**config.mk**
```make
export PLATFORM = sky130hd
export DESIGN_NAME = dbg_mem_master_flat
export DESIGN_NICKNAME = d
export VERILOG_FILES = /design/src/rtl/dbg_mem_master_if.sv /design/src/rtl/dbg_mem_master.sv /design/src/flat_wrapper.sv
export SDC_FILE = /design/constraint.sdc
export NUM_CORES = 1
export LEC_CHECK = 0
export CORE_UTILIZATION = 31
export CTS_CLUSTER_SIZE = 40
export DETAILED_ROUTE_END_ITERATION = 10
export GPL_TIMING_DRIVEN = 0
export PLACE_DENSITY = 0.67
export SETUP_SLACK_MARGIN = 0.1
export SLEW_MARGIN = 10
export SYNTH_ARGS = -nofsm -noshare
export SYNTH_HDL_FRONTEND = slang
export SYNTH_SLANG_ARGS = --single-unit
```
**constraint.sdc**
```tcl
create_clock -name clock -period 4.79 [get_ports clock]
set_input_delay 0.479 -clock clock [delete_from_list [all_inputs] [get_ports clock]]
set_output_delay 0.479 -clock clock [all_outputs]
set_load 0.01 [all_outputs]
```
**src/rtl/dbg_mem_master_if.sv**
```systemverilog
// Command, write-data, read-response and memory debug-port signals of dbg_mem_master.
// The master modport is the burst engine; the slave modport is the host/memory side.
interface dbg_mem_master_if;
  logic        cmd_valid;
  logic        cmd_ready;
  logic        cmd_write;
  logic [31:0] cmd_addr;
  logic [7:0]  cmd_len;

  logic        wr_valid;
  logic        wr_ready;
  logic [31:0] wr_data;

  logic        rd_valid;
  logic        rd_ready;
  logic [31:0] rd_data;
  logic        rd_last;

  logic        busy;
  logic        err;

  logic [31:0] dbg_address;
  logic        dbg_read;
  logic        dbg_write;
  logic [31:0] dbg_in;
  logic [31:0] dbg_out;

  modport master (
    input  cmd_valid, cmd_write, cmd_addr, cmd_len,
    input  wr_valid, wr_data,
    input  rd_ready,
    input  dbg_out,
    output cmd_ready, wr_ready, rd_valid, rd_data, rd_last,
    output busy, err,
    output dbg_address, dbg_read, dbg_write, dbg_in
  );

  modport slave (
    output cmd_valid, cmd_write, cmd_addr, cmd_len,
    output wr_valid, wr_data,
    output rd_ready,
    output dbg_out,
    input  cmd_ready, wr_ready, rd_valid, rd_data, rd_last,
    input  busy, err,
    input  dbg_address, dbg_read, dbg_write, dbg_in
  );
endinterface

```
**src/rtl/dbg_mem_master.sv**
```systemverilog
// Burst initiator for the debug port of the 64 KB data memory window 0x1000_0000-0x1000_FFFF.
// Address auto-increments within bits [15:2]; out-of-window bursts run to completion harmlessly.
module dbg_mem_master #(
  parameter int unsigned RD_LATENCY = 1
) (
  input logic            clock,
  input logic            reset,
  dbg_mem_master_if.master bus
);

  typedef enum logic [2:0] {IDLE, WRITE, RD_ISSUE, RD_WAIT, RD_RESP} state_t;

  localparam logic [1:0] LAT_LOAD = 2'(RD_LATENCY - 1);

  state_t      state;
  state_t      state_nxt;
  logic [31:0] addr_q;
  logic [7:0]  remaining;
  logic [1:0]  lat_cnt;
  logic        err_q;
  logic [31:0] rd_data_q;

  always_ff @(posedge clock or posedge reset) begin
    if (reset) state <= IDLE;
    else       state <= state_nxt;
  end

  always_comb begin
    state_nxt       = state;
    bus.cmd_ready   = 1'b0;
    bus.wr_ready    = 1'b0;
    bus.rd_valid    = 1'b0;
    bus.rd_last     = 1'b0;
    bus.busy        = (state != IDLE);
    bus.dbg_address = 32'h0;
    bus.dbg_read    = 1'b0;
    bus.dbg_write   = 1'b0;
    bus.dbg_in      = 32'h0;
    case (state)
      IDLE: begin
        // cmd_ready only rises once reset is released
        bus.cmd_ready = ~reset;
        if (bus.cmd_valid) state_nxt = bus.cmd_write ? WRITE : RD_ISSUE;
      end
      WRITE: begin
        bus.wr_ready    = 1'b1;
        bus.dbg_address = addr_q;
        bus.dbg_in      = bus.wr_data;
        bus.dbg_write   = bus.wr_valid & ~err_q;
        if (bus.wr_valid && remaining == 8'd0) state_nxt = IDLE;
      end
      RD_ISSUE: begin
        bus.dbg_address = addr_q;
        bus.dbg_read    = 1'b1;
        state_nxt       = RD_WAIT;
      end
      RD_WAIT: begin
        bus.dbg_address = addr_q;
        if (lat_cnt == 2'd0) state_nxt = RD_RESP;
      end
      RD_RESP: begin
        bus.dbg_address = addr_q;
        bus.rd_valid    = 1'b1;
        bus.rd_last     = (remaining == 8'd0);
        if (bus.rd_ready) state_nxt = (remaining == 8'd0) ? IDLE : RD_ISSUE;
      end
      default: state_nxt = IDLE;
    endcase
  end

  always_ff @(posedge clock or posedge reset) begin
    if (reset) begin
      addr_q    <= 32'h0;
      remaining <= 8'h0;
      lat_cnt   <= 2'd0;
      err_q     <= 1'b0;
      rd_data_q <= 32'h0;
    end else begin
      case (state)
        IDLE: begin
          if (bus.cmd_valid) begin
            addr_q    <= bus.cmd_addr & ~32'h3;
            remaining <= bus.cmd_len;
            err_q     <= (bus.cmd_addr[31:16] != 16'h1000);
          end
        end
        WRITE: begin
          if (bus.wr_valid && remaining != 8'd0) begin
            remaining    <= remaining - 8'd1;
            addr_q[15:2] <= addr_q[15:2] + 14'd1;
          end
        end
        RD_ISSUE: lat_cnt <= LAT_LOAD;
        RD_WAIT: begin
          // out-of-window reads return zero rather than whatever the port drives
          if (lat_cnt == 2'd0) rd_data_q <= err_q ? 32'h0 : bus.dbg_out;
          else                 lat_cnt   <= lat_cnt - 2'd1;
        end
        RD_RESP: begin
          if (bus.rd_ready && remaining != 8'd0) begin
            remaining    <= remaining - 8'd1;
            addr_q[15:2] <= addr_q[15:2] + 14'd1;
          end
        end
        default: ;
      endcase
    end
  end

  assign bus.rd_data = rd_data_q;
  assign bus.err     = err_q;

endmodule

```
**src/flat_wrapper.sv**
```systemverilog
// flat-port wrapper written by rule: the top's interface ports become plain ports
module dbg_mem_master_flat 
#(
  parameter int unsigned RD_LATENCY = 1
)
  (clock, reset, bus_cmd_valid, bus_cmd_write, bus_cmd_addr, bus_cmd_len, bus_wr_valid, bus_wr_data, bus_rd_ready, bus_dbg_out, bus_cmd_ready, bus_wr_ready, bus_rd_valid, bus_rd_data, bus_rd_last, bus_busy, bus_err, bus_dbg_address, bus_dbg_read, bus_dbg_write, bus_dbg_in);
  dbg_mem_master_if bus_i ();
  input logic clock;
  input logic reset;
  input wire logic [$bits(bus_i.cmd_valid)-1:0] bus_cmd_valid;
  input wire logic [$bits(bus_i.cmd_write)-1:0] bus_cmd_write;
  input wire logic [$bits(bus_i.cmd_addr)-1:0] bus_cmd_addr;
  input wire logic [$bits(bus_i.cmd_len)-1:0] bus_cmd_len;
  input wire logic [$bits(bus_i.wr_valid)-1:0] bus_wr_valid;
  input wire logic [$bits(bus_i.wr_data)-1:0] bus_wr_data;
  input wire logic [$bits(bus_i.rd_ready)-1:0] bus_rd_ready;
  input wire logic [$bits(bus_i.dbg_out)-1:0] bus_dbg_out;
  output wire logic [$bits(bus_i.cmd_ready)-1:0] bus_cmd_ready;
  output wire logic [$bits(bus_i.wr_ready)-1:0] bus_wr_ready;
  output wire logic [$bits(bus_i.rd_valid)-1:0] bus_rd_valid;
  output wire logic [$bits(bus_i.rd_data)-1:0] bus_rd_data;
  output wire logic [$bits(bus_i.rd_last)-1:0] bus_rd_last;
  output wire logic [$bits(bus_i.busy)-1:0] bus_busy;
  output wire logic [$bits(bus_i.err)-1:0] bus_err;
  output wire logic [$bits(bus_i.dbg_address)-1:0] bus_dbg_address;
  output wire logic [$bits(bus_i.dbg_read)-1:0] bus_dbg_read;
  output wire logic [$bits(bus_i.dbg_write)-1:0] bus_dbg_write;
  output wire logic [$bits(bus_i.dbg_in)-1:0] bus_dbg_in;
  assign bus_i.cmd_valid = bus_cmd_valid;
  assign bus_i.cmd_write = bus_cmd_write;
  assign bus_i.cmd_addr = bus_cmd_addr;
  assign bus_i.cmd_len = bus_cmd_len;
  assign bus_i.wr_valid = bus_wr_valid;
  assign bus_i.wr_data = bus_wr_data;
  assign bus_i.rd_ready = bus_rd_ready;
  assign bus_i.dbg_out = bus_dbg_out;
  assign bus_cmd_ready = bus_i.cmd_ready;
  assign bus_wr_ready = bus_i.wr_ready;
  assign bus_rd_valid = bus_i.rd_valid;
  assign bus_rd_data = bus_i.rd_data;
  assign bus_rd_last = bus_i.rd_last;
  assign bus_busy = bus_i.busy;
  assign bus_err = bus_i.err;
  assign bus_dbg_address = bus_i.dbg_address;
  assign bus_dbg_read = bus_i.dbg_read;
  assign bus_dbg_write = bus_i.dbg_write;
  assign bus_dbg_in = bus_i.dbg_in;
  dbg_mem_master #(.RD_LATENCY(RD_LATENCY)) u_core (.clock(clock), .reset(reset), .bus(bus_i));
endmodule
```
Word level (Yosys, flattened, before mapping)
Cells that the tools add are included.
{ "classes": {"eq_ne": 12, "add_sub_neg": 3, "muxes": 26, "bitwise": 3, "n_reduce_logical": 16} }
{ "op_table": {"columns": ["cell", "n"], "rows": [
  ["$mux 32", 3],
  ["$pmux 14 s3", 1],
  ["$mux 14", 2],
  ["$mux 8", 3],
  ["$pmux 8 s3", 1],
  ["$mux 16", 1],
  ["$ne 16x13->1 const B", 1],
  ["$pmux 3 s5", 1],
  ["$add 14x1->14 const B", 1],
  ["$mux 3", 4],
  ["$logic_not 8->1", 1],
  ["$ne 2x1->1 const B", 4],
  ["$reduce_and 4->1", 2],
  ["$reduce_bool 8->1", 1],
  ["$sub 8x1->8 const B", 1],
  ["$eq 3x2->1 const B", 2],
  ["$mux 1", 6],
  ["$mux 2", 3],
  ["$ne 2x2->1 const B", 3],
  ["$reduce_and 2->1", 3],
  ["$reduce_bool 3->1", 2],
  ["$pmux 2 s2", 1],
  ["$reduce_or 4->1", 1],
  ["$eq 3x1->1 const B", 1],
  ["8 further kinds", 11]
]} }
{ "word_totals": {"reg_bits": 76, "out_inout_bits": 104, "wordCells": 67, "input_bits": 110} }

Depth between registers and ports, before layout
Gate-level depths: netlist of run 1.
{ "logic_depth": {"depth_word": 4, "depth_mapped": 9, "mapped_depth_nobuf": 7} }

Least setup slack after synthesis of run 1
OpenSTA, ideal clock, no wires.
{ "synth_timing": {"kind": "register to output", "from": "reg u_core.state[0]", "to": "out bus_dbg_in[22]", "arrival_ns": 1.474, "path_slack_ns": 2.837, "stages_incl_launch_ff": 5, "n_path_buf": 2, "required_time_ns": 4.311, "cell_sequence": "dfrtp_1 buf_2 nor3b_1 buf_2 and2_1"} }
{ "synth_between": {"elab_chain_cells": 2} }
{ "synth_rtl": {"columns": ["element", "line_no", "source"], "rows": [
  ["start, declared", "dbg_mem_master.sv:15", "state_t state;"],
  ["start signal, assigned", "dbg_mem_master.sv:25", "else state <= state_nxt;"],
  ["$eq 3x1->1", "dbg_mem_master.sv:39", "case (state)"],
  ["$mux 32", "dbg_mem_master.sv:39", null],
  ["end, declared", "flat_wrapper.sv:28", "output wire logic [$bits(bus_i.dbg_in)-1:0] bus_dbg_in;"]
]} }
Every way passes these cells.

Worst setup path in the final report of run 1
{ "layout_timing": {"from": "reg u_core.state[0]", "to": "out bus_dbg_in[5]"} }
The elaborated chain is that of the path after synthesis.

==> metrics.md, run 1 <==
| Metric | Value |
|---|---|
| Outcome | `finished clean` |
| Slew Limit Fails | `0` |
| Width of the die | `118 um` |
| Fraction of layout cells with a size suffix above 1 | `0.0826` |
| Placeable Area | `12900 um^2` |
| RSZ-0062 raised after global routing | `no` |
| Worst hold path cell count | `2` |
| CTS resizes | `0` |
| Clock transition at the registers of the reported paths | `approximately 0.06 ns` |
| Die height | `roughly 120 um` |
| H-tree Lvls | `3` |
| RePlAce Congestion | `0.821` |
| Synth async-reset ratio | `1.00` |
| Post-DR vias/cell | `4.80` |
| Starting Density | `0.324` |
| Largest net degree at the start of global routing | `40` |
| Final setup fails | `0` |
| Post-synth EDFFs | `0` |
| Max-cap violation count | `0` |
| Fin Clk Skew | `0.00401 ns` |
| Iter 0 DRT Violations | `276` |
| Hold WC Path Type | `register to register` |
| Yosys warnings | `0` |
| Wl on met1 | `6300 um` |
| Final-layout fill cell count | `1185` |
| DR vias | `between 4000 and 5000` |
| Startpoint types | `register` |
| Power density cells | `approximately 640 nW/um^2` |
| Area of the multi-input gates | `2070 um^2` |
| Hold-fix buffers, CTS | `0` |
| FP Rows | `41` |
| Clock root cell | `clkbuf_16` |
| Num CTS Buffers | `9` |
| DR pass1 iterations | `5` |
| # clock sinks | `76` |
| #FFs+latches synth | `76` |
| Mapped Area | `4170 um^2` |
| Min cycle time layout | `approximately 3.3 ns` |
| First-pass GRT wire length | `~22000 um` |
| Part of the Yosys area used for sequential elements | `0.456` |
| Reg2Reg Depth | `7` |
| Post-Synthesis Cells | `452` |
| # IOs | `~210` |
| Highest clock rate | `301 MHz` |
| WL met3 | `809 um` |
| Post-detail-place hpwl | `approximately 10000 um` |
| Grt ovf | `0` |
| Worst slew pin tran | `0.898 ns` |
| Post-synth top flop | `dfrtp_1` |
| Fin Setup TNS | `0 ns` |
| Setup Buffers After CTS | `0` |
| Vias in the first global route | `about 4200` |
| Clock Path Buffers | `2` |
| Pleak | `0.00270 uW` |
| Die area | `13900 um^2` |
| Seq. cell area | `1900 um^2` |
| Port Buf Inserts | `209` |
| Final Hold Viols | `0` |
| Max IR drop VDD | `about 370 uV` |
| Normalized max-slew margin | `0.400` |
| Setup Crit Path Kind | `register to output pin` |
| Met2 routed wirelength | `6490 um` |
| CP arrival | `between 2 and 3 ns` |
| Worst-Skew Late Latency | `0.33 ns` |
| Synth cell types | `53` |
| Area Overhead vs Synth | `63.1%` |
| Crit end category | `output pin` |
| Cell area after layout | `a little under 7000 um^2` |
| Final WL | `13700 um` |
| Top Layer Used | `met4` |
| Dpl cell area | `6500 um^2` |
| Fin crit share | `0.694` |
| Antenna violations before repair | `0` |
| Worst Path Max Fanout | `10` |
| Worst endpoint required time | `4.31 ns` |
| GR Util All Layers | `0.202` |
| CTS tree | `done` |
| Syn Area/Cell | `9.22 um^2` |
| WL/cell | `16.1 um` |
| DR DRC count | `0` |
| DRT antenna net count | `0` |
| Total Nets Final | `787` |
[final timing paths]
| path | to | slack, ns | start |
|---|---|---|---|
| max in group asynchronous | u_core.addr_q[31]$_DFFE_PP0P_ | 3.63 | reset |
| min in group asynchronous | u_core.bus.rd_data[15]$_DFFE_PP0P_ | 0.58 | reset |
| hold reg to reg | u_core.bus.rd_data[7]$_DFFE_PP0P_ | 0.48 | u_core.bus.rd_data[7]$_DFFE_PP0P_ |
| hold / removal | u_core.bus.rd_data[7]$_DFFE_PP0P_ | 0.48 | u_core.bus.rd_data[7]$_DFFE_PP0P_ |
| setup / recovery | bus_dbg_in[5] | 1.47 | u_core.state[0]$_DFFE_PP0P_ |
| setup reg to reg | u_core.remaining[2]$_DFFE_PP0P_ | 2.60 | u_core.remaining[0]$_DFFE_PP0P_ |
[kinds of logic after synthesis]
| group | Yosys count | synth area share |
|---|---|---|
| AOI/OAI and AO/OA | 107 | 0.156 |
| buffers and inverters | 41 | 0.0477 |
| other | 1 | 0.000900 |
| and+or+nand+nor | 203 | 0.275 |
| muxes | 19 | 0.0504 |
| adders and majority gates | 3 | 0.00901 |
| xor gates and xnor gates | 2 | 0.00420 |
| DFF | 76 | 0.456 |
[flip-flops by register name, indices dropped and copies added (netlist names)]
register	cells
u_core.remaining	8
u_core.bus.rd_data	32
u_core.state	3
u_core.bus.err	1
u_core.addr_q	30
u_core.lat_cnt	2
[cell usage in the layout, fill, tap and decap left out, types with 13 or more instances in the layout]
master and instances:
and2_1 63, nand2_1 48, nand2b_1 37, nand3_1 13, mux2_2 16, clkbuf_1 17, nor2_1 13, clkdlybuf4s50_1 209
a21oi_1 24, o21ai_0 47, dfrtp_1 76
[where the power goes]
group | internal (uW) | switching, uW | total (uW)
sequential | 908 | 195 | 1100
clock | 414 | 256 | 669
combinational | 1340 | 1220 | 2570
[Yosys cell counts (4+ instances only)]
cell type,n,share of area
a2bb2oi_1,7,0.015
dfrtp_1,76,0.46
nand3_1,13,0.016
and3_1,6,0.0090
o22ai_1,5,0.0075
nand2_1,48,0.043
and2_1,63,0.095
nand2b_1,37,0.056
mux2_2,16,0.043
clkbuf_1,16,0.014
buf_2,9,0.011
buf_4,5,0.0090
a21oi_1,24,0.029
nor2_1,13,0.012
nor4_1,4,0.0060
o21ai_0,47,0.056
inv_1,9,0.0081
[routing by layer]
layer / track usage / up-vias
met3: 0.0504 / 8
met5: 0 / -
met4: 0.0465 / 0
met2: 0.333 / 150
met1: 0.264 / 1944
li1: - / 1987
[area by class of cell]
type	instances	area share
Multi-Input combinational cell	336	0.305
Inverter	9	0.00534
Buffer	32	0.0243
Tap cell	172	0.0317
Clock inverter	4	0.00736
Sequential cell	76	0.280
Clock buffer	11	0.0357
Antenna cell	1	0.000368
Timing Repair Buffer	210	0.311
[worst max-delay path, stage by stage, from the launching register on]
cell and delay (ns):
dfrtp_1 0.41, buf_2 0.25, nor3b_1 0.76, clkbuf_1 0.31, and2_1 0.22, clkdlybuf4s50_1 0.55
[through the flow]
step | utilization | setup WS, ns | std cells | hold slack, ns | total power (uW)
final | 0.528 | 1.47 | 851 | 0.479 | 4340
after global routing | 0.528 | 1.30 | 850 | 0.511 | 4640
after CTS | 0.528 | 1.45 | 850 | 0.486 | 4380
after detailed placement | 0.505 | 1.83 | 835 | 0.473 | 3680
after global placement | 0.503 | 1.00 | 834 | 0.463 | 3630
after floorplan | - | 2.37 | 453 | 0.466 | 2430
(Power assumes the default switching activity.)
==> run 2, diff against run 1 <==
- clock period: 4.79 -> 3.3 ns (I/O delays scaled with it)
==> run 2 against run 1 <==
Worst hold slack lost 0.058 ns. Setup slack lost 1.1 ns. Highest routed layer unchanged. Global-route usage is the same. Sequential share of layout area is essentially flat. Clock skew grew 0.00053 ns. Clock-buffer cell count is the same. Critical path depth grew 1. Power grew 45%. Register-to-register slack lost 1.5 ns. Largest power group unchanged. Design area is essentially flat. Via count shrank 0.39%.
==> metrics.md, run 2 (same netlist as run 1, synthesis figures left out) <==
| Metric | Value |
|---|---|
| Outcome | `finished clean` |
| FP Rows | `41` |
| Final setup fails | `0` |
| Worst Path Max Fanout | `10` |
| Crit end category | `output pin` |
| # clock sinks | `76` |
| DRT antenna net count | `0` |
| Largest net degree at the start of global routing | `40` |
| Total Nets Final | `787` |
| Placeable Area | `12900 um^2` |
| Power density cells | `a little over 900 nW/um^2` |
| Fraction of layout cells with a size suffix above 1 | `0.0841` |
| DR vias | `4073` |
| Normalized max-slew margin | `0.595` |
| CTS tree | `done` |
| Seq. cell area | `roughly 1900 um^2` |
| Setup Crit Path Kind | `register to output pin` |
| Dpl ws | `a little under 0.5 ns` |
| Num CTS Buffers | `9` |
| Min cycle time layout | `about 2.9 ns` |
| Post-DR vias/cell | `4.79` |
| Worst endpoint required time | `2.97 ns` |
| Inst Count DP | `835` |
| DR DRC count | `0` |
| Final Worst Setup Slack | `0.405 ns` |
| Vias in the first global route | `4240` |
| Area of the multi-input gates | `2080 um^2` |
| Die area | `roughly 14000 um^2` |
| RePlAce Congestion | `0.821` |
| Final WL | `13700 um` |
| Fin cells | `roughly 850` |
| Port Buf Inserts | `between 200 and 250` |
| Clock root cell | `clkbuf_16` |
| Startpoint types | `register` |
| Fin crit share | `0.877` |
| Pleak | `0.00271 uW` |
| # IOs | `214` |
| Die height | `118 um` |
| Width of the die | `approximately 120 um` |
| Utilization after layout | `0.528` |
| Max IR drop VDD | `between 500 and 600 uV` |
| WL/cell | `around 16 um` |
| Worst slew pin tran | `between 0.6 and 0.7 ns` |
| Fin Clk Skew | `0.00454 ns` |
| Clock transition at the registers of the reported paths | `0.06 ns` |
| Hold-fix buffers, CTS | `0` |
| Final Hold Viols | `0` |
| Max-cap violation count | `0` |
| Slew Limit Fails | `0` |
| Max reg flops | `32` |
| Hold WC Path Type | `input pin to async pin` |
| Starting Density | `0.324` |
| Most frequent cells in the layout | `clkdlybuf4s50_1 (209), dfrtp_1 (76), and2_1 (63)` |
| Final-layout fill cell count | `1185` |
| Commonest non-fill, non-tap cell in the layout | `clkdlybuf4s50_1` |
| Area Overhead vs Synth | `63.2%` |
| Highest clock rate | `345 MHz` |
| GR Util All Layers | `0.202` |
| Iter 0 DRT Violations | `264` |
| Worst-Skew Late Latency | `0.33 ns` |
| Clock Path Buffers | `2` |
| DR pass1 iterations | `5` |
| H-tree Lvls | `3` |
| First-pass GRT wire length | `22400 um` |
| CP arrival | `2.57 ns` |
| RSZ-0062 raised after global routing | `no` |
| Post-detail-place hpwl | `10500 um` |
| Antenna violations before repair | `0` |
| Grt ovf | `0` |
-- run 2: cell count changes in the layout (fill, tap and decap cells not counted) --
cell     before  now
nor3b_2       0    1
nor3b_1       2    1
-- run 2: path summary, 6_finish.rpt --
path | depth (start not counted) | to | slack, ns | from
worst max-delay path | 6 | bus_dbg_address[31] | 0.40 | u_core.state[0]$_DFFE_PP0P_
worst min-delay path | 2 | u_core.bus.rd_data[15]$_DFFE_PP0P_ | 0.42 | reset
worst max register to register | 7 | u_core.remaining[2]$_DFFE_PP0P_ | 1.10 | u_core.remaining[0]$_DFFE_PP0P_
worst min register to register | 2 | u_core.bus.rd_data[7]$_DFFE_PP0P_ | 0.48 | u_core.bus.rd_data[7]$_DFFE_PP0P_
max in group asynchronous | 3 | u_core.addr_q[31]$_DFFE_PP0P_ | 2.29 | reset
min in group clock | 2 | u_core.bus.rd_data[7]$_DFFE_PP0P_ | 0.48 | u_core.bus.rd_data[7]$_DFFE_PP0P_
-- run 2: timing repair --
action / 4_1_cts / 5_1_grt
buffers inserted: 0 / 0
resized for setup: 0 / 1
setup endpoints to repair: 0 / 29
-- run 2: where the power goes --
group | internal, uW | switching [uW]
combinational | 1950 | 1780
clock | 600 | 370
sequential | 1320 | 282
total | 3870 | 2430
-- run 2: layer usage --
metal / track usage / vias to the layer above / wire length (um)
met5: 0 / - / 0
li1: - / 1988 / -
met3: 0.0504 / 8 / 764
met1: 0.264 / 1939 / 6350
met2: 0.333 / 138 / 6510
met4: 0.0465 / 0 / 111
-- run 2: stage by stage --
step / instance area (um^2) / hold slack, ns / total power (uW) / TNS (ns)
2_1_floorplan: 4170 / 0.438 / 3520 / 0
3_3_place_gp: 6480 / 0.463 / 5260 / -25.28
3_5_place_dp: 6500 / 0.473 / 5340 / 0
4_1_cts: 6790 / 0.440 / 6360 / 0
5_1_grt: 6800 / 0.475 / 6750 / 0
6_report: 6800 / 0.421 / 6300 / 0
-- run 2: layout make-up --
cell class,instances,area share
timing repair buffer,210,0.311
multi-input combinational,336,0.305
sequential,76,0.280
clock buffer,11,0.0357
tap,172,0.0316
buffer,32,0.0243
clock inverter,4,0.00736
inverter,9,0.00533
antenna,1,0.000368
-- run 2: worst max-delay path, cell delays in order, from the launching register on --
cell and delay (ns):
dfrtp_1 0.42, buf_2 0.21, nor2_1 0.29, xnor2_1 0.22, clkbuf_1 0.37, and2_1 0.20
clkdlybuf4s50_1 0.54
==> run 3, diff against run 2 <==
- GPL_ROUTABILITY_DRIVEN: default -> 0
- REMOVE_ABC_BUFFERS: default -> 1
==> run 3 against run 2 <==
Via count down 4.3%. Setup slack worse by 0.018 ns. Clock-buffer cell count down 2. Global-route usage down 2.7 points. Worst hold slack worse by 0.018 ns. Non-clock buffer count down 27. Design area down 1.2%. First-iteration DRC count down 30%. Sequential power up 4%. Combinational power down 5%. Critical path type unchanged. Largest power group unchanged.
==> metrics.md, run 3 (same netlist as run 1, synthesis figures left out) <==
| Metric | Value |
|---|---|
| Outcome | `finished clean` |
| Worst setup endpoint | `bus_dbg_in[4]` |
| Inst Count DP | `~810` |
| RR Startpoint | `u_core.state[2]$_DFFE_PP0P_` |
| Most frequent cells in the layout | `clkdlybuf4s50_1 (209), dfrtp_1 (76), and2_1 (62)` |
| Placeable Area | `12900 um^2` |
| Reg2Reg Capture Point | `u_core.addr_q[14]$_DFFE_PP0P_` |
| Startpoint types | `register` |
| Setup crit start | `u_core.state[0]$_DFFE_PP0P_` |
| Grt ovf | `0` |
| Worst hold slack | `0.403 ns` |
| Pleak | `0.00264 uW` |
| Number of diodes | `0` |
| Fin crit share | `0.883` |
| Port Buf Inserts | `209` |
| DRT antenna net count | `0` |
| CP arrival | `2.58 ns` |
| Power density cells | `roughly 900 nW/um^2` |
| DR vias | `3896` |
| GR Util All Layers | `0.175` |
| Vias in the first global route | `3850` |
| Worst R2R Setup Slack | `between 0.8 and 0.9 ns` |
| WL/cell | `14.7 um` |
| Post-DR vias/cell | `4.73` |
| Final Total Pwr | `6130 uW` |
| Crit end category | `output pin` |
| DR DRC count | `0` |
| Dpl cell area | `6420 um^2` |
| Hold WC Path Type | `input pin to async pin` |
| Utilization after layout | `0.522` |
| Die area | `13900 um^2` |
| Final Hold Viols | `0` |
| Normalized max-slew margin | `0.253` |
| Clock transition at the registers of the reported paths | `~0.060 ns` |
| CTS tree | `done` |
| Total Nets Final | `760` |
| Worst Path Max Fanout | `21` |
| Commonest non-fill, non-tap cell in the layout | `clkdlybuf4s50_1` |
| Starting Density | `0.324` |
| Final WL | `between 10000 and 15000 um` |
| First-pass GRT wire length | `slightly below 20000 um` |
| Highest clock rate | `343 MHz` |
| Num CTS Buffers | `9` |
| Max IR drop VDD | `494 uV` |
| FP Rows | `41` |
| Worst endpoint required time | `2.97 ns` |
| Clock Path Buffers | `2` |
| Final setup fails | `0` |
| Max-cap violation count | `0` |
| H-tree Lvls | `3` |
| Max reg flops | `32` |
| # clock sinks | `76` |
| CTS resizes | `0` |
| RSZ-0062 raised after global routing | `no` |
| Setup Buffers After CTS | `0` |
| Slew Limit Fails | `0` |
| Worst slew pin tran | `1.12 ns` |
| Cell area after layout | `~6700 um^2` |
| Fin cells | `a little over 800` |
| Width of the die | `~120 um` |
| # IOs | `214` |
| Setup Crit Path Kind | `register to output pin` |
| Min cycle time layout | `2.91 ns` |
| Antenna violations before repair | `0` |
| Worst-Skew Late Latency | `0.34 ns` |
| Hold-fix buffers, CTS | `0` |
| Clock root cell | `clkbuf_16` |
| Die height | `118 um` |
| Iter 0 DRT Violations | `about 190` |
| Post-detail-place hpwl | `approximately 9000 um` |
| Area Overhead vs Synth | `61.2%` |
| DR pass1 iterations | `4` |
| Reg2Reg Depth | `5` |
| Largest net degree at the start of global routing | `47` |
| Fin Clk Skew | `0.00760 ns` |
| Fraction of layout cells with a size suffix above 1 | `0.0767` |
## run 3: final cells by class
| cell class | instances | area (um^2) |
|---|---|---|
| clock buffers | 9 | 225 |
| clock inverters | 7 | 57.6 |
| fillers | 1217 | 6160 |
| inverters | 9 | 36.3 |
| multi-input cells | 336 | 2100 |
| flip-flops and latches | 76 | 1900 |
| well taps | 172 | 215 |
| repair buffers | 215 | 2180 |
## run 3: worst max-delay path: stages (launching register included)
cell and delay, ns:
dfrtp_1 0.61, nor3b_2 0.69, buf_6 0.25, and2_1 0.16
clkdlybuf4s50_1 0.54
## run 3: worst min path at each step
stage                                                 start                                 end  slack (ns)
final                                                 reset     u_core.remaining[3]$_DFFE_PP0P_        0.40
after CTS                                             reset  u_core.bus.rd_data[26]$_DFFE_PP0P_        0.42
after floorplan                                bus_rd_ready         u_core.state[2]$_DFFE_PP0P_        0.44
after global placement    u_core.bus.rd_data[5]$_DFFE_PP0P_   u_core.bus.rd_data[5]$_DFFE_PP0P_        0.46
after global routing                                  reset     u_core.remaining[2]$_DFFE_PP0P_        0.44
after detailed placement  u_core.bus.rd_data[1]$_DFFE_PP0P_   u_core.bus.rd_data[1]$_DFFE_PP0P_        0.47
## run 3: where the power goes
group / leakage, uW / total, uW / switching, uW / internal (uW)
clock network: 0.000129 / 937 / 418 / 518
logic: 0.00157 / 3540 / 1610 / 1930
registers: 0.000945 / 1660 / 339 / 1320
total: 0.00264 / 6130 / 2370 / 3760
## run 3: routing by layer
layer	part of all wire	GRT usage
met1	0.43	0.215
met5	0	0
met3	0.070	0.0533
met4	0.011	0.0601
met2	0.49	0.290
## run 3: through the flow
stage               setup WS (ns)  setup TNS [ns]
floorplan                   0.568               0
global placement           -0.483          -56.77
detailed placement          0.618               0
CTS                         0.225               0
global route                0.221               0
finish                      0.387               0
